`src/rtl/jtag_pkg.sv`:
```
// Shared TAP definitions: the 16-state controller encoding, instruction constants
// and the IEEE 1149.1 state transition function.
package jtag_pkg;

    typedef enum logic [3:0] {
        TLR      = 4'd0,
        RTI      = 4'd1,
        SEL_DR   = 4'd2,
        CAP_DR   = 4'd3,
        SHIFT_DR = 4'd4,
        EXIT1_DR = 4'd5,
        PAUSE_DR = 4'd6,
        EXIT2_DR = 4'd7,
        UPD_DR   = 4'd8,
        SEL_IR   = 4'd9,
        CAP_IR   = 4'd10,
        SHIFT_IR = 4'd11,
        EXIT1_IR = 4'd12,
        PAUSE_IR = 4'd13,
        EXIT2_IR = 4'd14,
        UPD_IR   = 4'd15
    } tap_state_e;

    localparam int IR_IDCODE    = 1;
    localparam int IR_USER_BASE = 2;
    localparam int IDCODE_LEN   = 32;

    function automatic tap_state_e next_state(input tap_state_e state, input logic tms);
        tap_state_e nxt;
        nxt = TLR;
        case (state)
            TLR:      nxt = tms ? TLR      : RTI;
            RTI:      nxt = tms ? SEL_DR   : RTI;
            SEL_DR:   nxt = tms ? SEL_IR   : CAP_DR;
            CAP_DR:   nxt = tms ? EXIT1_DR : SHIFT_DR;
            SHIFT_DR: nxt = tms ? EXIT1_DR : SHIFT_DR;
            EXIT1_DR: nxt = tms ? UPD_DR   : PAUSE_DR;
            PAUSE_DR: nxt = tms ? EXIT2_DR : PAUSE_DR;
            EXIT2_DR: nxt = tms ? UPD_DR   : SHIFT_DR;
            UPD_DR:   nxt = tms ? SEL_DR   : RTI;
            SEL_IR:   nxt = tms ? TLR      : CAP_IR;
            CAP_IR:   nxt = tms ? EXIT1_IR : SHIFT_IR;
            SHIFT_IR: nxt = tms ? EXIT1_IR : SHIFT_IR;
            EXIT1_IR: nxt = tms ? UPD_IR   : PAUSE_IR;
            PAUSE_IR: nxt = tms ? EXIT2_IR : PAUSE_IR;
            EXIT2_IR: nxt = tms ? UPD_IR   : SHIFT_IR;
            UPD_IR:   nxt = tms ? SEL_DR   : RTI;
            default:  nxt = TLR;
        endcase
        return nxt;
    endfunction

endpackage

```
`src/rtl/jtag_tap_multi_dr_if.sv`:
```
// Pin- and debug-side signal bundle of the multi-DR TAP; the master side drives
// the JTAG pins and capture data, the slave side is the TAP itself.
interface jtag_tap_multi_dr_if
    import jtag_pkg::*;
#(
    parameter int IR_WIDTH    = 4,
    parameter int DR_WIDTH    = 32,
    parameter int NUM_USER_DR = 2
) ();

    logic                            tms;
    logic                            tdi;
    logic                            tdo;
    logic                            tdo_en;
    tap_state_e                      tap_state;
    logic [IR_WIDTH-1:0]             ir_value;
    logic                            ir_update;
    logic [NUM_USER_DR*DR_WIDTH-1:0] dr_capture_data;
    logic [DR_WIDTH-1:0]             dr_update_data;
    logic [NUM_USER_DR-1:0]          dr_update_valid;

    modport master (
        output tms, tdi, dr_capture_data,
        input  tdo, tdo_en, tap_state, ir_value, ir_update, dr_update_data, dr_update_valid
    );

    modport slave (
        input  tms, tdi, dr_capture_data,
        output tdo, tdo_en, tap_state, ir_value, ir_update, dr_update_data, dr_update_valid
    );

endinterface

```
`src/rtl/jtag_tap_fsm.sv`:
```
// TAP controller state machine: state register, next-state logic and decoded
// per-state strobes consumed by the register datapath.
module jtag_tap_fsm
    import jtag_pkg::*;
(
    input  logic       clk,
    input  logic       reset,
    input  logic       i_tms,
    output tap_state_e o_state,
    output logic       o_tlr,
    output logic       o_cap_dr,
    output logic       o_shift_dr,
    output logic       o_upd_dr,
    output logic       o_cap_ir,
    output logic       o_shift_ir,
    output logic       o_upd_ir,
    output logic       o_tdo_en
);

    tap_state_e r_state;
    tap_state_e w_next;

    always_ff @(posedge clk) begin
        if (reset) begin
            r_state <= TLR;
        end else begin
            r_state <= w_next;
        end
    end

    always_comb begin
        w_next = next_state(r_state, i_tms);
    end

    always_comb begin
        o_tlr      = 1'b0;
        o_cap_dr   = 1'b0;
        o_shift_dr = 1'b0;
        o_upd_dr   = 1'b0;
        o_cap_ir   = 1'b0;
        o_shift_ir = 1'b0;
        o_upd_ir   = 1'b0;
        case (r_state)
            TLR:      o_tlr      = 1'b1;
            CAP_DR:   o_cap_dr   = 1'b1;
            SHIFT_DR: o_shift_dr = 1'b1;
            UPD_DR:   o_upd_dr   = 1'b1;
            CAP_IR:   o_cap_ir   = 1'b1;
            SHIFT_IR: o_shift_ir = 1'b1;
            UPD_IR:   o_upd_ir   = 1'b1;
            default:  ;
        endcase
        o_tdo_en = o_shift_dr | o_shift_ir;
    end

    assign o_state = r_state;

endmodule

```
`src/rtl/jtag_tap_multi_dr.sv`:
```
// IEEE 1149.1-style TAP with instruction register, BYPASS, IDCODE and
// NUM_USER_DR user data registers sharing one capture/shift/update path.
module jtag_tap_multi_dr
    import jtag_pkg::*;
#(
    parameter int                    IR_WIDTH     = 4,
    parameter int                    DR_WIDTH     = 32,
    parameter int                    NUM_USER_DR  = 2,
    parameter logic [IDCODE_LEN-1:0] IDCODE_VALUE = 32'h1000_0001
) (
    input logic                clk,
    input logic                reset,
    jtag_tap_multi_dr_if.slave bus
);

    tap_state_e w_state;
    logic       w_tlr;
    logic       w_cap_dr;
    logic       w_shift_dr;
    logic       w_upd_dr;
    logic       w_cap_ir;
    logic       w_shift_ir;
    logic       w_upd_ir;
    logic       w_tdo_en;

    logic [IR_WIDTH-1:0]    r_ir_sr;
    logic                   r_bypass_sr;
    logic [IDCODE_LEN-1:0]  r_idcode_sr;
    logic [DR_WIDTH-1:0]    r_user_sr;
    logic [IR_WIDTH-1:0]    r_ir_value;
    logic                   r_ir_update;
    logic [DR_WIDTH-1:0]    r_dr_update_data;
    logic [NUM_USER_DR-1:0] r_dr_update_valid;

    logic                   w_sel_idcode;
    logic                   w_sel_user;
    logic [NUM_USER_DR-1:0] w_user_onehot;
    logic [DR_WIDTH-1:0]    w_capture_slice;
    logic                   w_tdo;

    jtag_tap_fsm u_fsm (
        .clk        (clk),
        .reset      (reset),
        .i_tms      (bus.tms),
        .o_state    (w_state),
        .o_tlr      (w_tlr),
        .o_cap_dr   (w_cap_dr),
        .o_shift_dr (w_shift_dr),
        .o_upd_dr   (w_upd_dr),
        .o_cap_ir   (w_cap_ir),
        .o_shift_ir (w_shift_ir),
        .o_upd_ir   (w_upd_ir),
        .o_tdo_en   (w_tdo_en)
    );

    // Instruction decode: codes outside IDCODE and the USER range fall through to BYPASS.
    always_comb begin
        w_user_onehot   = '0;
        w_capture_slice = '0;
        for (int k = 0; k < NUM_USER_DR; k++) begin
            if (r_ir_value == IR_WIDTH'(IR_USER_BASE + k)) begin
                w_user_onehot[k] = 1'b1;
                w_capture_slice  = bus.dr_capture_data[k*DR_WIDTH +: DR_WIDTH];
            end
        end
    end

    assign w_sel_user   = |w_user_onehot;
    assign w_sel_idcode = (r_ir_value == IR_WIDTH'(IR_IDCODE));

    always_ff @(posedge clk) begin
        if (reset) begin
            r_ir_sr     <= '0;
            r_bypass_sr <= 1'b0;
            r_idcode_sr <= '0;
            r_user_sr   <= '0;
        end else begin
            if (w_cap_ir) begin
                r_ir_sr <= IR_WIDTH'(1);
            end else if (w_shift_ir) begin
                r_ir_sr <= {bus.tdi, r_ir_sr[IR_WIDTH-1:1]};
            end

            if (w_cap_dr) begin
                if (w_sel_user) begin
                    r_user_sr <= w_capture_slice;
                end else if (w_sel_idcode) begin
                    r_idcode_sr <= IDCODE_VALUE;
                end else begin
                    r_bypass_sr <= 1'b0;
                end
            end else if (w_shift_dr) begin
                if (w_sel_user) begin
                    r_user_sr <= {bus.tdi, r_user_sr[DR_WIDTH-1:1]};
                end else if (w_sel_idcode) begin
                    r_idcode_sr <= {bus.tdi, r_idcode_sr[IDCODE_LEN-1:1]};
                end else begin
                    r_bypass_sr <= bus.tdi;
                end
            end
        end
    end

    // Update pulses are registered, so they appear in the cycle after the UPD state.
    always_ff @(posedge clk) begin
        if (reset) begin
            r_ir_value        <= IR_WIDTH'(IR_IDCODE);
            r_ir_update       <= 1'b0;
            r_dr_update_data  <= '0;
            r_dr_update_valid <= '0;
        end else begin
            r_ir_update       <= w_upd_ir;
            r_dr_update_valid <= w_upd_dr ? w_user_onehot : '0;
            if (w_tlr) begin
                r_ir_value <= IR_WIDTH'(IR_IDCODE);
            end else if (w_upd_ir) begin
                r_ir_value <= r_ir_sr;
            end
            if (w_upd_dr && w_sel_user) begin
                r_dr_update_data <= r_user_sr;
            end
        end
    end

    always_comb begin
        w_tdo = 1'b0;
        if (w_shift_ir) begin
            w_tdo = r_ir_sr[0];
        end else if (w_shift_dr) begin
            if (w_sel_user) begin
                w_tdo = r_user_sr[0];
            end else if (w_sel_idcode) begin
                w_tdo = r_idcode_sr[0];
            end else begin
                w_tdo = r_bypass_sr;
            end
        end
    end

    assign bus.tdo             = w_tdo;
    assign bus.tdo_en          = w_tdo_en;
    assign bus.tap_state       = w_state;
    assign bus.ir_value        = r_ir_value;
    assign bus.ir_update       = r_ir_update;
    assign bus.dr_update_data  = r_dr_update_data;
    assign bus.dr_update_valid = r_dr_update_valid;

endmodule
```
`src/flat_wrapper.sv`:
```
// flat-port wrapper written by rule: the top's interface ports become plain ports
module jtag_tap_multi_dr_flat import jtag_pkg::*;
#(
    parameter int                    IR_WIDTH     = 4,
    parameter int                    DR_WIDTH     = 32,
    parameter int                    NUM_USER_DR  = 2,
    parameter logic [IDCODE_LEN-1:0] IDCODE_VALUE = 32'h1000_0001
)
  (clk, reset, bus_tms, bus_tdi, bus_dr_capture_data, bus_tdo, bus_tdo_en, bus_tap_state, bus_ir_value, bus_ir_update, bus_dr_update_data, bus_dr_update_valid);
  jtag_tap_multi_dr_if #(.IR_WIDTH(IR_WIDTH), .DR_WIDTH(DR_WIDTH), .NUM_USER_DR(NUM_USER_DR)) bus_i ();
  input logic clk;
  input logic reset;
  input wire logic [$bits(bus_i.tms)-1:0] bus_tms;
  input wire logic [$bits(bus_i.tdi)-1:0] bus_tdi;
  input wire logic [$bits(bus_i.dr_capture_data)-1:0] bus_dr_capture_data;
  output wire logic [$bits(bus_i.tdo)-1:0] bus_tdo;
  output wire logic [$bits(bus_i.tdo_en)-1:0] bus_tdo_en;
  output wire logic [$bits(bus_i.tap_state)-1:0] bus_tap_state;
  output wire logic [$bits(bus_i.ir_value)-1:0] bus_ir_value;
  output wire logic [$bits(bus_i.ir_update)-1:0] bus_ir_update;
  output wire logic [$bits(bus_i.dr_update_data)-1:0] bus_dr_update_data;
  output wire logic [$bits(bus_i.dr_update_valid)-1:0] bus_dr_update_valid;
  assign bus_i.tms = bus_tms;
  assign bus_i.tdi = bus_tdi;
  assign bus_i.dr_capture_data = bus_dr_capture_data;
  assign bus_tdo = bus_i.tdo;
  assign bus_tdo_en = bus_i.tdo_en;
  assign bus_tap_state = bus_i.tap_state;
  assign bus_ir_value = bus_i.ir_value;
  assign bus_ir_update = bus_i.ir_update;
  assign bus_dr_update_data = bus_i.dr_update_data;
  assign bus_dr_update_valid = bus_i.dr_update_valid;
  jtag_tap_multi_dr #(.IR_WIDTH(IR_WIDTH), .DR_WIDTH(DR_WIDTH), .NUM_USER_DR(NUM_USER_DR), .IDCODE_VALUE(IDCODE_VALUE)) u_core (.clk(clk), .reset(reset), .bus(bus_i));
endmodule
```
`config.mk`:
```
export PLATFORM = sky130hd
export DESIGN_NAME = jtag_tap_multi_dr_flat
export DESIGN_NICKNAME = d
export VERILOG_FILES = /design/src/rtl/jtag_pkg.sv /design/src/rtl/jtag_tap_multi_dr_if.sv /design/src/rtl/jtag_tap_fsm.sv /design/src/rtl/jtag_tap_multi_dr.sv /design/src/flat_wrapper.sv
export SDC_FILE = /design/constraint.sdc
export NUM_CORES = 1
export LEC_CHECK = 0
export BUFFER_PORTS_ARGS = -buffer_cell sky130_fd_sc_hd__buf_2
export CAP_MARGIN = 10
export CORE_AREA = 2 2 93 104
export CTS_BUF_LIST = sky130_fd_sc_hd__clkbuf_4
export CTS_CLUSTER_DIAMETER = 80
export DETAILED_ROUTE_END_ITERATION = 8
export DIE_AREA = 0 0 95 106
export PLACE_DENSITY_LB_ADDON = 0.3
export SLEW_MARGIN = 5
export SYNTH_ARGS = -nofsm -noshare
export SYNTH_HDL_FRONTEND = slang
export SYNTH_SLANG_ARGS = --single-unit
export TNS_END_PERCENT = 10
```
`constraint.sdc`:
```
create_clock -name clk -period 3.2 [get_ports clk]
set_input_delay 0.48 -clock clk [delete_from_list [all_inputs] [get_ports clk]]
set_output_delay 0.48 -clock clk [all_outputs]
set_load 0.03 [all_outputs]
```
# [After elaboration in Yosys (flattened, before gate mapping)]
# Cells that the tools add are included.
[totals] input_bits=68 register_bits=112 output_inout_bits=45
[classes] n_reduce_logical=14 bitwise=4 mux=46 eq_ne=18
[ops] cell="32-bit two-way mux" n=12
[ops] cell="4-bit one-hot mux with 12 select lines" n=1
[ops] cell="4-bit equality test (second input constant)" n=8
[ops] cell="1-bit two-way mux" n=24
[ops] cell="4-bit by 2-bit equality test with 1-bit output (second input constant)" n=4
[ops] cell="4-bit by 3-bit equality test with 1-bit output (second input constant)" n=4
[ops] cell="4-bit two-way mux" n=4
[ops] cell="2-bit OR reduction" n=6
[ops] cell="4-bit by 1-bit equality test with 1-bit output (second input constant)" n=2
[ops] cell="2-bit two-way mux" n=3
[ops] cell="3-bit two-way mux" n=2
[ops] cell="3-bit AND reduction" n=2
[ops] cell="4-bit logical NOT" n=1
[ops] cell="2-bit nonzero test" n=2
[ops] cell="1-bit inverter" n=3
[ops] cell="3-bit OR reduction" n=1
[ops] cell="2-bit AND reduction" n=1
[ops] cell="1-bit logical AND" n=1
[ops] cell="1-bit bitwise OR" n=1

# [Longest topological paths before layout]
# Gate-level depths: netlist (run 1).
[logic_depth] depth_word=6 ltp_mapped=7

# [Modules after synthesis]
# A second synthesis (run 1) with hierarchy kept.
[unflattened] cells_unflattened=574 area_unflattened_um2=5031.1
[modules_own_cells] module="jtag_tap_multi_dr" area_each_um2=4654.5 seq_area_each_um2=2162.1 cells_per_inst=525 n_inst=1
[modules_own_cells] module="jtag_tap_fsm" area_each_um2=376.6 seq_area_each_um2=80.1 cells_per_inst=49 n_inst=1

# [Worst setup path after synthesis (run 1)]
# Ideal clock, no wire load.
[synth_path] path_kind="reg-to-output" start="register u_core.u_fsm.r_state[1], in the netlist u_core.u_fsm.o_state[1]" end="output bus_tdo" path_slack_ps=738 t_required_ps=2720 path_buffers=2 path_stages_with_launch=5 arrival_ps=1982 cell_sequence="dfxtp_1 -> buf_2 -> buf_1 -> nand2_1 -> o32ai_1"
[synth_between] elab_chain_len=4 elab_cells_between_ends=6
[synth_lines] item="from (decl)" line_no="jtag_tap_fsm.sv:20" rtl="tap_state_e r_state;"
[synth_lines] item="from (signal assigned)" line_no="jtag_tap_fsm.sv:27" rtl="r_state <= w_next;"
[synth_lines] item="4-bit by 3-bit equality test with 1-bit output" line_no="jtag_tap_fsm.sv:43" rtl="case (r_state)"
[synth_lines] item="1-bit two-way mux" line_no="jtag_tap_fsm.sv:43"
[synth_lines] item="1-bit two-way mux" line_no="jtag_tap_multi_dr.sv:129" rtl="end else if (w_shift_dr) begin"
[synth_lines] item="1-bit two-way mux (*)" line_no="jtag_tap_multi_dr.sv:127" rtl="if (w_shift_ir) begin"
[synth_lines] item="to (decl)" line_no="flat_wrapper.sv:16" rtl="output wire logic [$bits(bus_i.tdo)-1:0] bus_tdo;"
# Every way passes the cells marked *; elsewhere a longest branch is shown, timed or not.

# [Worst setup path in the final report (run 1)]
[layout_path] start="register u_core.u_fsm.r_state[2], in the netlist u_core.u_fsm.o_state[2]" end="output bus_tdo"
# The elaborated chain is that of the path after synthesis.

==> results.py, run 1 <==
metrics = {
    "floorplanning": {
        "rows": 37,
        "die_x_um": 95,
        "die_area_um2": 10070,
        "core-area_um2": 9120,
        "die_h_um": 106,
        "start_util": 0.5309,
        "io_pins": 113,
    },
    "cells_and_area": {
        "layout_common_cells": "buf_2, dfxtp_1, a21oi_1, nand2_1, nand3_1",
        "n_antenna_cell": 0,
        "layout.nets": 691,
        "nFillCells": 820,
        "final_common_cell": "buf_2",
        "drive_gt1_frac": 0.2818,
        "area_delta_synth_final_pct": 13.93,
        "fin_cells": 745,
    },
    "synth": {
        "synthCells": 540,
        "synthXorXnorAreaFrac": 0.001809,
        "yosysTopAreaCell": "dfxtp_1",
        "yosysSeqAreaShare": 0.4630,
        "synth_top_area_share": 0.4630,
        "synth_edf_count": 0,
        "synthAdderAreaFrac": 0,
        "synth_top_family_by_area": "compound AO/OA/AOI/OAI gates",
        "synth_warnings": 0,
        "synth_seq_cells": 112,
        "synth_simple_gate_area_frac": 0.1822,
        "avgSynthCellArea_um2": 8.967,
        "synth_nets": 608,
        "synthFlopType": "dfxtp_1",
        "ys_top_cells_by_area": "dfxtp_1, a21oi_1, mux2_2, o2bb2ai_1, nand2_1",
        "syn_area_um2": 4842,
        "synthMuxAreaShare": 0.08475,
        "ys_async_sr_fraction": 0,
        "synth_compound_area_frac": 0.2121,
        "synth_cell_types": 44,
    },
    "worst_setup_path": {
        "worstSetupStartpoint": "u_core.u_fsm.o_state[2]",
        "endpoint": "bus_tdo",
        "critPathSlowestCell": "dfxtp_1",
        "max_stage_delay_ps": 680,
        "r2r_start": "u_core.u_fsm.o_state[2]",
        "crit_chain": "nor4b_2 -> o21ai_0 -> o32ai_1 -> buf_2",
        "worst_setup_path_start_kind": "flip-flop",
        "crit_fanout": 17,
        "worstPathArrival_ps": 2260,
        "crit_family": "flip-flops",
        "r2r_cells": 4,
        "cp-end-kind": "output pin",
        "cp.depth": 4,
        "path_class": "flip-flop to output pin",
        "critPathBufInv": 1,
        "required_ps": 2720,
        "rrSetupSlack_ps": 690,
        "worstReg2RegEnd": "u_core.r_user_sr[27]",
    },
    "worst_hold_path": {
        "whs_path_depth": 3,
        "hold_class": "primary input to flip-flop",
    },
    "clock_network": {
        "cts_tree": "yes",
        "cts_buffers": 9,
        "clkSlewWorstSetupHoldPaths_ps": 160,
        "root_buffer": "clkbuf_4",
        "htreeDepth": 3,
        "worst_skew_pair.late_latency_ps": 460,
        "postCtsSetupBuffers": 0,
        "clockBufferDepth": 2,
        "hold_buffers": 0,
        "cts_sinks": 112,
        "cts_resized": 0,
    },
    "global_routing": {
        "grt_pass1_vias": 3681,
        "grt.total_usage": 0.2107,
        "antenna_found_initial": 0,
        "grt_pass1_wl_mm": 17.02,
        "grt_overflow_total": 0,
        "grt_max_degree": 75,
    },
    "sta": {
        "period_minus_slack_ps": 2736,
        "fin_skew_ps": 12.98,
        "setup_tns_ps": 0,
        "fin_crit_sh": 0.8551,
        "tightest_slew_ps": 1103,
        "max_freq_mhz": 365.5,
        "slew_headroom": 0.2627,
        "rsz0062_at_grt": "no",
        "hold_viol": 0,
        "setup_viol_count_final": 0,
        "finalMaxSlewViolations": 0,
    },
    "place": {
        "dpl.hpwl_mm": 7.209,
        "portBuffers": 112,
        "gp_congestion": 0.7583,
        "dpl.cell_count": 729,
    },
    "route": {
        "via_per_inst": 5.572,
        "totalWireLength_mm": 10.70,
        "wl_per_cell_um": 14.36,
        "firstDrtPassIters": 5,
        "drt_iter0_drc": 210,
        "ant_nets": 0,
        "num_vias": 4151,
        "drc": 0,
    },
    "pwr": {
        "power.density_nw_per_um2": 406.5,
        "vdd_drop_max_mv": 0.2244,
        "p_leak_nw": 2.014,
        "p_total_mw": 2.242,
    },
    "outcome": {
        "run_status": "completed",
    },
    "job": {
        "maxCapViolCount": 0,
    },
}
## metrics by stage
step	area (um2)	setup slack, ps	hold WS (ps)	util
after global placement	5400	864.5	440.4	0.5921
after global routing	5517	292.2	282.2	0.6049
after CTS	5517	438.8	265.8	0.6049
after floorplan	4842	737.6	431.9	-
after detailed placement	5400	774.6	443.6	0.5921
final	5517	463.8	293.3	0.6049
## how the worst min path moves through the flow
stage                                            start                            to
after floorplan                      u_core.r_ir_sr[1]             u_core.r_ir_sr[1]
after global placement               u_core.r_ir_sr[1]             u_core.r_ir_sr[1]
after detailed placement  u_core.bus.dr_update_data[7]  u_core.bus.dr_update_data[7]
after CTS                                      bus_tdi             u_core.r_ir_sr[3]
after global routing                           bus_tdi             u_core.r_ir_sr[3]
final                                          bus_tdi             u_core.r_ir_sr[3]
## sequential cells by signal (all words and copies together), names as in the netlist
register / cells
u_core.bus.dr_update_valid: 2
u_core.r_user_sr: 32
u_core.r_ir_sr: 4
u_core.u_fsm.o_state: 4
u_core.bus.dr_update_data: 32
u_core.bus.ir_update: 1
u_core.r_bypass_sr: 1
u_core.bus.ir_value: 4
u_core.r_idcode_sr: 32
## final cells by class
class,instances,area [um2],share of cell area
repair buffers,122,648.1,0.1175
multi-input cells,372,2340,0.4241
well taps,117,146.4,0.02654
inverters,6,22.52,0.004083
flip-flops and latches,112,2243,0.4067
clock inverters,7,48.80,0.008846
clock buffers,9,67.56,0.01225
## power by group
group          switching (mW)  internal (mW)  total (mW)
registers              0.0254           1.40        1.43
logic                   0.109         0.0913       0.200
clock network           0.454          0.159       0.613
## worst min-delay path, stage by stage
cell     delay [ps]
buf_2           110
nand3_1          60
a21oi_1          60
## cell usage after synthesis, types with 2 or more instances
cell type / n
mux2i_1: 5
o2bb2ai_1: 32
a21oi_1: 73
buf_6: 4
nor2_1: 21
dfxtp_1: 112
o21ai_0: 6
clkbuf_1: 19
nand3_1: 34
nor3b_1: 2
nand2b_1: 31
inv_1: 6
buf_1: 4
nor2b_1: 2
nand2_1: 71
nor4b_2: 2
mux2_2: 32
a211oi_2: 2
a22oi_1: 30
buf_2: 22
nor3_1: 4
and2_1: 4
## metal layers
metal / track usage / share of wire / vias to the layer above
met5: 0 / 0 / -
met4: 0.09627 / 0.014 / 0
met3: 0.03189 / 0.066 / 11
met2: 0.3445 / 0.48 / 116
met1: 0.2726 / 0.44 / 1948
li1: - / - / 2076
## logic make-up after synthesis
kind of cell / count (synthesis)
XOR/XNOR: 1
AO/OA/AOI/OAI: 155
flip-flops: 112
multiplexers: 37
buffers and inverters: 56
AND/OR/NAND/NOR: 179
Power figures use the tool's default switching activity.
==> inputs of run 2 (changes only) <==
- CORE_AREA: 2 2 93 104 -> 2 2 97 109
- DIE_AREA: 0 0 95 106 -> 0 0 99 111
- clock period: 3.2 -> 2.2 ns (I/O delays scaled with it)
==> run 2 against run 1 <==
- worst hold slack worse by 160 ps
- register-to-register slack worse by 400 ps
- clock power is 84% higher
- final area rose by 2.9%
- die area is 9.1% higher
- routed wire length up 2.2%
- sequential cell count unchanged
- worst setup slack worse by 330 ps
- critical path type unchanged
- critical endpoint unchanged
- largest power group unchanged
==> results.py, run 2 (same netlist as run 1, synthesis figures left out) <==
metrics = {
    "outcome": {
        "run_status": "completed",
    },
    "route": {
        "wl_per_cell_um": 14.39,
        "via_per_inst": 5.403,
        "drc": 0,
        "drt_iter0_drc": 159,
        "ant_nets": 0,
        "num_vias": 4106,
        "totalWireLength_mm": 10.93,
        "firstDrtPassIters": 5,
    },
    "sta": {
        "fin_skew_ps": 13.31,
        "setup_tns_ps": 0,
        "setup_viol_count_final": 0,
        "hold_viol": 0,
        "holdWs_ps": 131.5,
        "fin_crit_sh": 0.9389,
        "tightest_slew_ps": 725.1,
        "slew_headroom": 0.5103,
        "finalMaxSlewViolations": 0,
        "max_freq_mhz": 484.1,
        "rsz0062_at_grt": "no",
        "period_minus_slack_ps": 2066,
    },
    "pwr": {
        "vdd_drop_max_mv": 0.3566,
        "p_int_mw": 2.647,
        "swShare": 0.2467,
        "p_comb_frac": 0.094,
        "power.density_nw_per_um2": 618.8,
        "seqPwrFrac": 0.586,
        "p_clk_frac": 0.320,
        "p_leak_nw": 2.083,
        "switchingPower_mw": 0.8667,
    },
    "worst_setup_path": {
        "worst_setup_path_start_kind": "flip-flop",
        "crit_chain": "nor4b_4 -> o21ai_0 -> o32ai_2 -> buf_4",
        "worstPathArrival_ps": 1740,
        "critPathSlowestCell": "dfxtp_2",
        "max_stage_delay_ps": 420,
        "required_ps": 1870,
        "crit_fanout": 10,
        "crit_family": "flip-flops",
        "path_class": "flip-flop to output pin",
        "critPathBufInv": 1,
        "cp-end-kind": "output pin",
    },
    "cells_and_area": {
        "finalInstanceArea_um2": 5678,
        "final_common_cell": "buf_2",
        "nFillCells": 897,
        "area_delta_synth_final_pct": 17.26,
        "layout.nets": 699,
        "seq_area_um2": 2252,
        "multi_input_area_um2": 2369,
        "fin_cells": 760,
        "drive_gt1_frac": 0.3082,
        "layout_common_cells": "buf_2, dfxtp_1, a21oi_1, nand2_1, nand3_1",
    },
    "job": {
        "maxCapViolCount": 0,
    },
    "floorplanning": {
        "rows": 39,
        "start_util": 0.4841,
        "core-area_um2": 10000,
        "die_h_um": 111,
        "die_x_um": 99,
        "io_pins": 113,
        "die_area_um2": 10990,
    },
    "clock_network": {
        "cts_tree": "yes",
        "cts_buffers": 9,
        "root_buffer": "clkbuf_4",
        "clockBufferDepth": 2,
        "cts_sinks": 112,
        "htreeDepth": 3,
        "worst_skew_pair.late_latency_ps": 460,
        "clkSlewWorstSetupHoldPaths_ps": 160,
    },
    "place": {
        "portBuffers": 112,
        "gp_congestion": 0.7787,
        "place_area_um2": 5468,
        "dpl.cell_count": 742,
        "dpl.hpwl_mm": 7.595,
    },
    "global_routing": {
        "grt_max_degree": 64,
        "grt_pass1_wl_mm": 18.08,
        "grt_overflow_total": 0,
        "grt.total_usage": 0.1987,
        "grt_pass1_vias": 3869,
        "antenna_found_initial": 1,
    },
    "worst_hold_path": {
        "hold_class": "primary input to flip-flop",
    },
}
-- run 2: layout make-up --
cell class                      instances  area share
Inverter                                6    0.003967
Antenna cell                            1   0.0004407
Timing Repair Buffer                  130      0.1258
Clock buffer                            9     0.01190
Multi-Input combinational cell        372      0.4171
Tap cell                              123     0.02710
Clock inverter                          7     0.01697
Sequential cell                       112      0.3967
-- run 2: power groups by stage --
stage / logic (mW) / clock network (mW) / registers, mW
2_1_floorplan: 0.219 / 0 / 2.10
3_3_place_gp: 0.317 / 0 / 2.10
3_5_place_dp: 0.325 / 0 / 2.10
6_report: 0.329 / 1.13 / 2.06
5_1_grt: 0.363 / 1.22 / 2.06
4_1_cts: 0.328 / 1.14 / 2.06
-- run 2: what timing repair did --
| item | CTS | global route |
|---|---|---|
| hold buffers | 0 | 0 |
| pin swaps | 1 | 0 |
| endpoints found under the setup margin | 1 | 5 |
| gates resized for setup | 3 | 9 |
| setup buffers | 1 | 0 |
| hold endpoints to repair | 0 | 0 |
-- run 2: worst paths after layout --
check	startpoint	endpoint	slack, ps	cells after the start
worst min-delay path	bus_tdi	u_core.r_ir_sr[3]	130	3
worst min register to register	u_core.bus.dr_update_data[21]	u_core.bus.dr_update_data[21]	460	2
worst max register to register	u_core.u_fsm.o_state[3]	u_core.r_user_sr[25]	290	6
worst max-delay path	u_core.u_fsm.o_state[3]	bus_tdo	130	4
-- run 2: per-layer routing --
layer	share of wire	wire length (um)	GRT usage	up-vias
li1	-	-	-	2096
met1	0.43	4674	0.2484	1908
met2	0.52	5634	0.3392	88
met3	0.042	456	0.03783	14
met4	0.015	169	0.07123	0
met5	0	0	0	-
-- run 2: worst reg2reg max path, cell delays in order, from the launching register on --
cell and delay, ps:
dfxtp_2 480, nor4b_4 90, buf_4 150, nand2b_1 210, a21oi_2 540, buf_12 240
o2bb2ai_1 140
-- run 2: metrics by stage --
stage	utilization	total power, mW	setup WS, ps
detailed placement	0.5466	2.424	223.4
global route	0.5676	3.650	8.781
global placement	0.5466	2.415	313.1
finish	0.5676	3.513	134.4
floorplan	-	2.323	69.84
CTS	0.5650	3.531	15.72
==> inputs of run 3 (changes only) <==
- CORE_AREA: 2 2 97 109 -> 2 2 131 82
- DIE_AREA: 0 0 99 111 -> 0 0 133 84
- RECOVER_POWER: default -> 50
==> run 3 against run 2 <==
- sequential cell count unchanged
- sequential share of layout area about the same
- fmax down 0.72%
- worst setup slack worse by 15 ps
- critical endpoint unchanged
- largest cell class unchanged
- largest power group unchanged
- highest routed layer unchanged
==> results.py, run 3 (same netlist as run 1, synthesis figures left out) <==
metrics = {
    "cells_and_area": {
        "n_antenna_cell": 0,
        "final_common_cell": "dfxtp_1",
        "finalInstanceArea_um2": 5695,
        "layout.nets": 699,
        "drive_gt1_frac": 0.2437,
        "nFillCells": 953,
        "layout_common_cells": "dfxtp_1, a21oi_1, buf_2, nand2_1, clkbuf_1",
        "post-route-util": 0.5626,
        "fin_cells": 775,
        "area_delta_synth_final_pct": 17.62,
    },
    "pwr": {
        "swShare": 0.2426,
        "switchingPower_mw": 0.8866,
        "p_leak_nw": 1.929,
        "p_comb_frac": 0.094,
        "p_clk_frac": 0.344,
        "seqPwrFrac": 0.563,
        "p_int_mw": 2.768,
        "vdd_drop_max_mv": 0.2887,
        "power.density_nw_per_um2": 641.7,
    },
    "place": {
        "dpl.hpwl_mm": 7.953,
        "dpl.cell_count": 757,
        "gp_congestion": 0.8003,
        "portBuffers": 112,
        "place_area_um2": 5493,
    },
    "sta": {
        "fin_skew_ps": 19.06,
        "finalMaxSlewViolations": 0,
        "tightest_slew_ps": 698.3,
        "hold_viol": 0,
        "setup_tns_ps": 0,
        "fin_crit_sh": 0.9457,
        "max_freq_mhz": 480.6,
        "setup_viol_count_final": 0,
        "slew_headroom": 0.5283,
        "period_minus_slack_ps": 2081,
    },
    "clock_network": {
        "cts_sinks": 112,
        "cts_buffers": 9,
        "clkSlewWorstSetupHoldPaths_ps": 160,
        "root_buffer": "clkbuf_4",
        "clockBufferDepth": 2,
        "htreeDepth": 3,
        "cts_tree": "yes",
        "worst_skew_pair.late_latency_ps": 480,
    },
    "floorplanning": {
        "core-area_um2": 10120,
        "die_x_um": 133,
        "start_util": 0.4783,
        "rows": 29,
        "die_h_um": 84,
        "io_pins": 113,
        "die_area_um2": 11170,
    },
    "route": {
        "dr_wl_met2_mm": 5.176,
        "wl_per_cell_um": 15.05,
        "wl_met1_mm": 5.503,
        "drt_iter0_drc": 326,
        "via_per_inst": 5.466,
        "drc": 0,
        "maxUsedRoutingLayer": "met4",
        "num_vias": 4236,
        "ant_nets": 0,
        "route.met3.wl_um": 883,
        "firstDrtPassIters": 6,
        "totalWireLength_mm": 11.67,
    },
    "global_routing": {
        "antenna_found_initial": 0,
        "grt_pass1_vias": 3745,
        "grt_pass1_wl_mm": 18.68,
        "grt_max_degree": 64,
        "grt.total_usage": 0.2069,
        "grt_overflow_total": 0,
    },
    "worst_setup_path": {
        "path_class": "flip-flop to output pin",
        "rrSetupSlack_ps": 210,
        "cp-end-kind": "output pin",
        "required_ps": 1870,
        "worstPathArrival_ps": 1750,
        "crit_fanout": 4,
        "worst_setup_path_start_kind": "flip-flop",
    },
    "outcome": {
        "run_status": "completed",
    },
    "worst_hold_path": {
        "hold_class": "primary input to flip-flop",
    },
    "job": {
        "maxCapViolCount": 0,
    },
}
## run 3: changes by cell type in the layout (fill, tap and decap cells not counted), moves of 2 or more
cell / change
buf_2: -39
clkbuf_1: +39
and2_0: +3
and2_1: -3
buf_4: -3
buf_12: +2
clkinvlp_4: -2
dfxtp_2: -2
dfxtp_4: +2
## run 3: final cells by class
cell class / count / area (um2) / share of cell area
Multi-Input combinational cell: 372 / 2365 / 0.4152
Inverter: 6 / 22.52 / 0.003954
Sequential cell: 112 / 2257 / 0.3963
Tap cell: 139 / 173.9 / 0.03054
Timing Repair Buffer: 130 / 690.7 / 0.1213
Clock inverter: 7 / 118.9 / 0.02087
Clock buffer: 9 / 67.56 / 0.01186
## run 3: worst paths after layout
kind                                                    start                            end  depth (start not counted)
worst max register to register        u_core.u_fsm.o_state[2]  u_core.bus.dr_update_data[21]                          6
worst min register to register  u_core.bus.dr_update_data[12]  u_core.bus.dr_update_data[12]                          2
worst min-delay path                                  bus_tms        u_core.u_fsm.o_state[2]                          2
worst max-delay path                  u_core.u_fsm.o_state[1]                        bus_tdo                          4
## run 3: worst max-delay path, cell delays in order, from the launching register on
cell and delay (ps):
dfxtp_2 390, nor4b_4 350, o21ai_1 160, o32ai_2 170, buf_4 210
## run 3: per-layer routing
| metal | GRT usage | vias to the layer above |
|---|---|---|
| met5 | 0 | - |
| met4 | 0.05767 | 0 |
| met3 | 0.05889 | 9 |
| met2 | 0.3057 | 157 |
| met1 | 0.2944 | 1975 |
| li1 | - | 2095 |
## run 3: through the flow
stage / setup slack [ps] / hold slack [ps] / total power [mW]
global route: -3.936 / 94.16 / 3.797
global placement: 393.2 / 441.6 / 2.420
detailed placement: 343.5 / 444.8 / 2.430
floorplan: 69.84 / 431.9 / 2.323
finish: 119.4 / 130.2 / 3.655
CTS: 8.823 / 95.18 / 3.677
## run 3: power groups by stage
stage                     clock network (mW)  logic (mW)  registers [mW]
after global placement                     0       0.324            2.10
after global routing                    1.36       0.373            2.06
after CTS                               1.28       0.334            2.06
after detailed placement                   0       0.332            2.10
final                                   1.26       0.342            2.06
after floorplan                            0       0.219            2.10
## run 3: repair_timing
action / CTS / global route
setup endpoints to repair: 1 / 1
pin swaps: 1 / 2
setup buffers: 0 / 2
resized for setup: 6 / 13
hold buffers: 0 / 0
gates cloned: 0 / 0
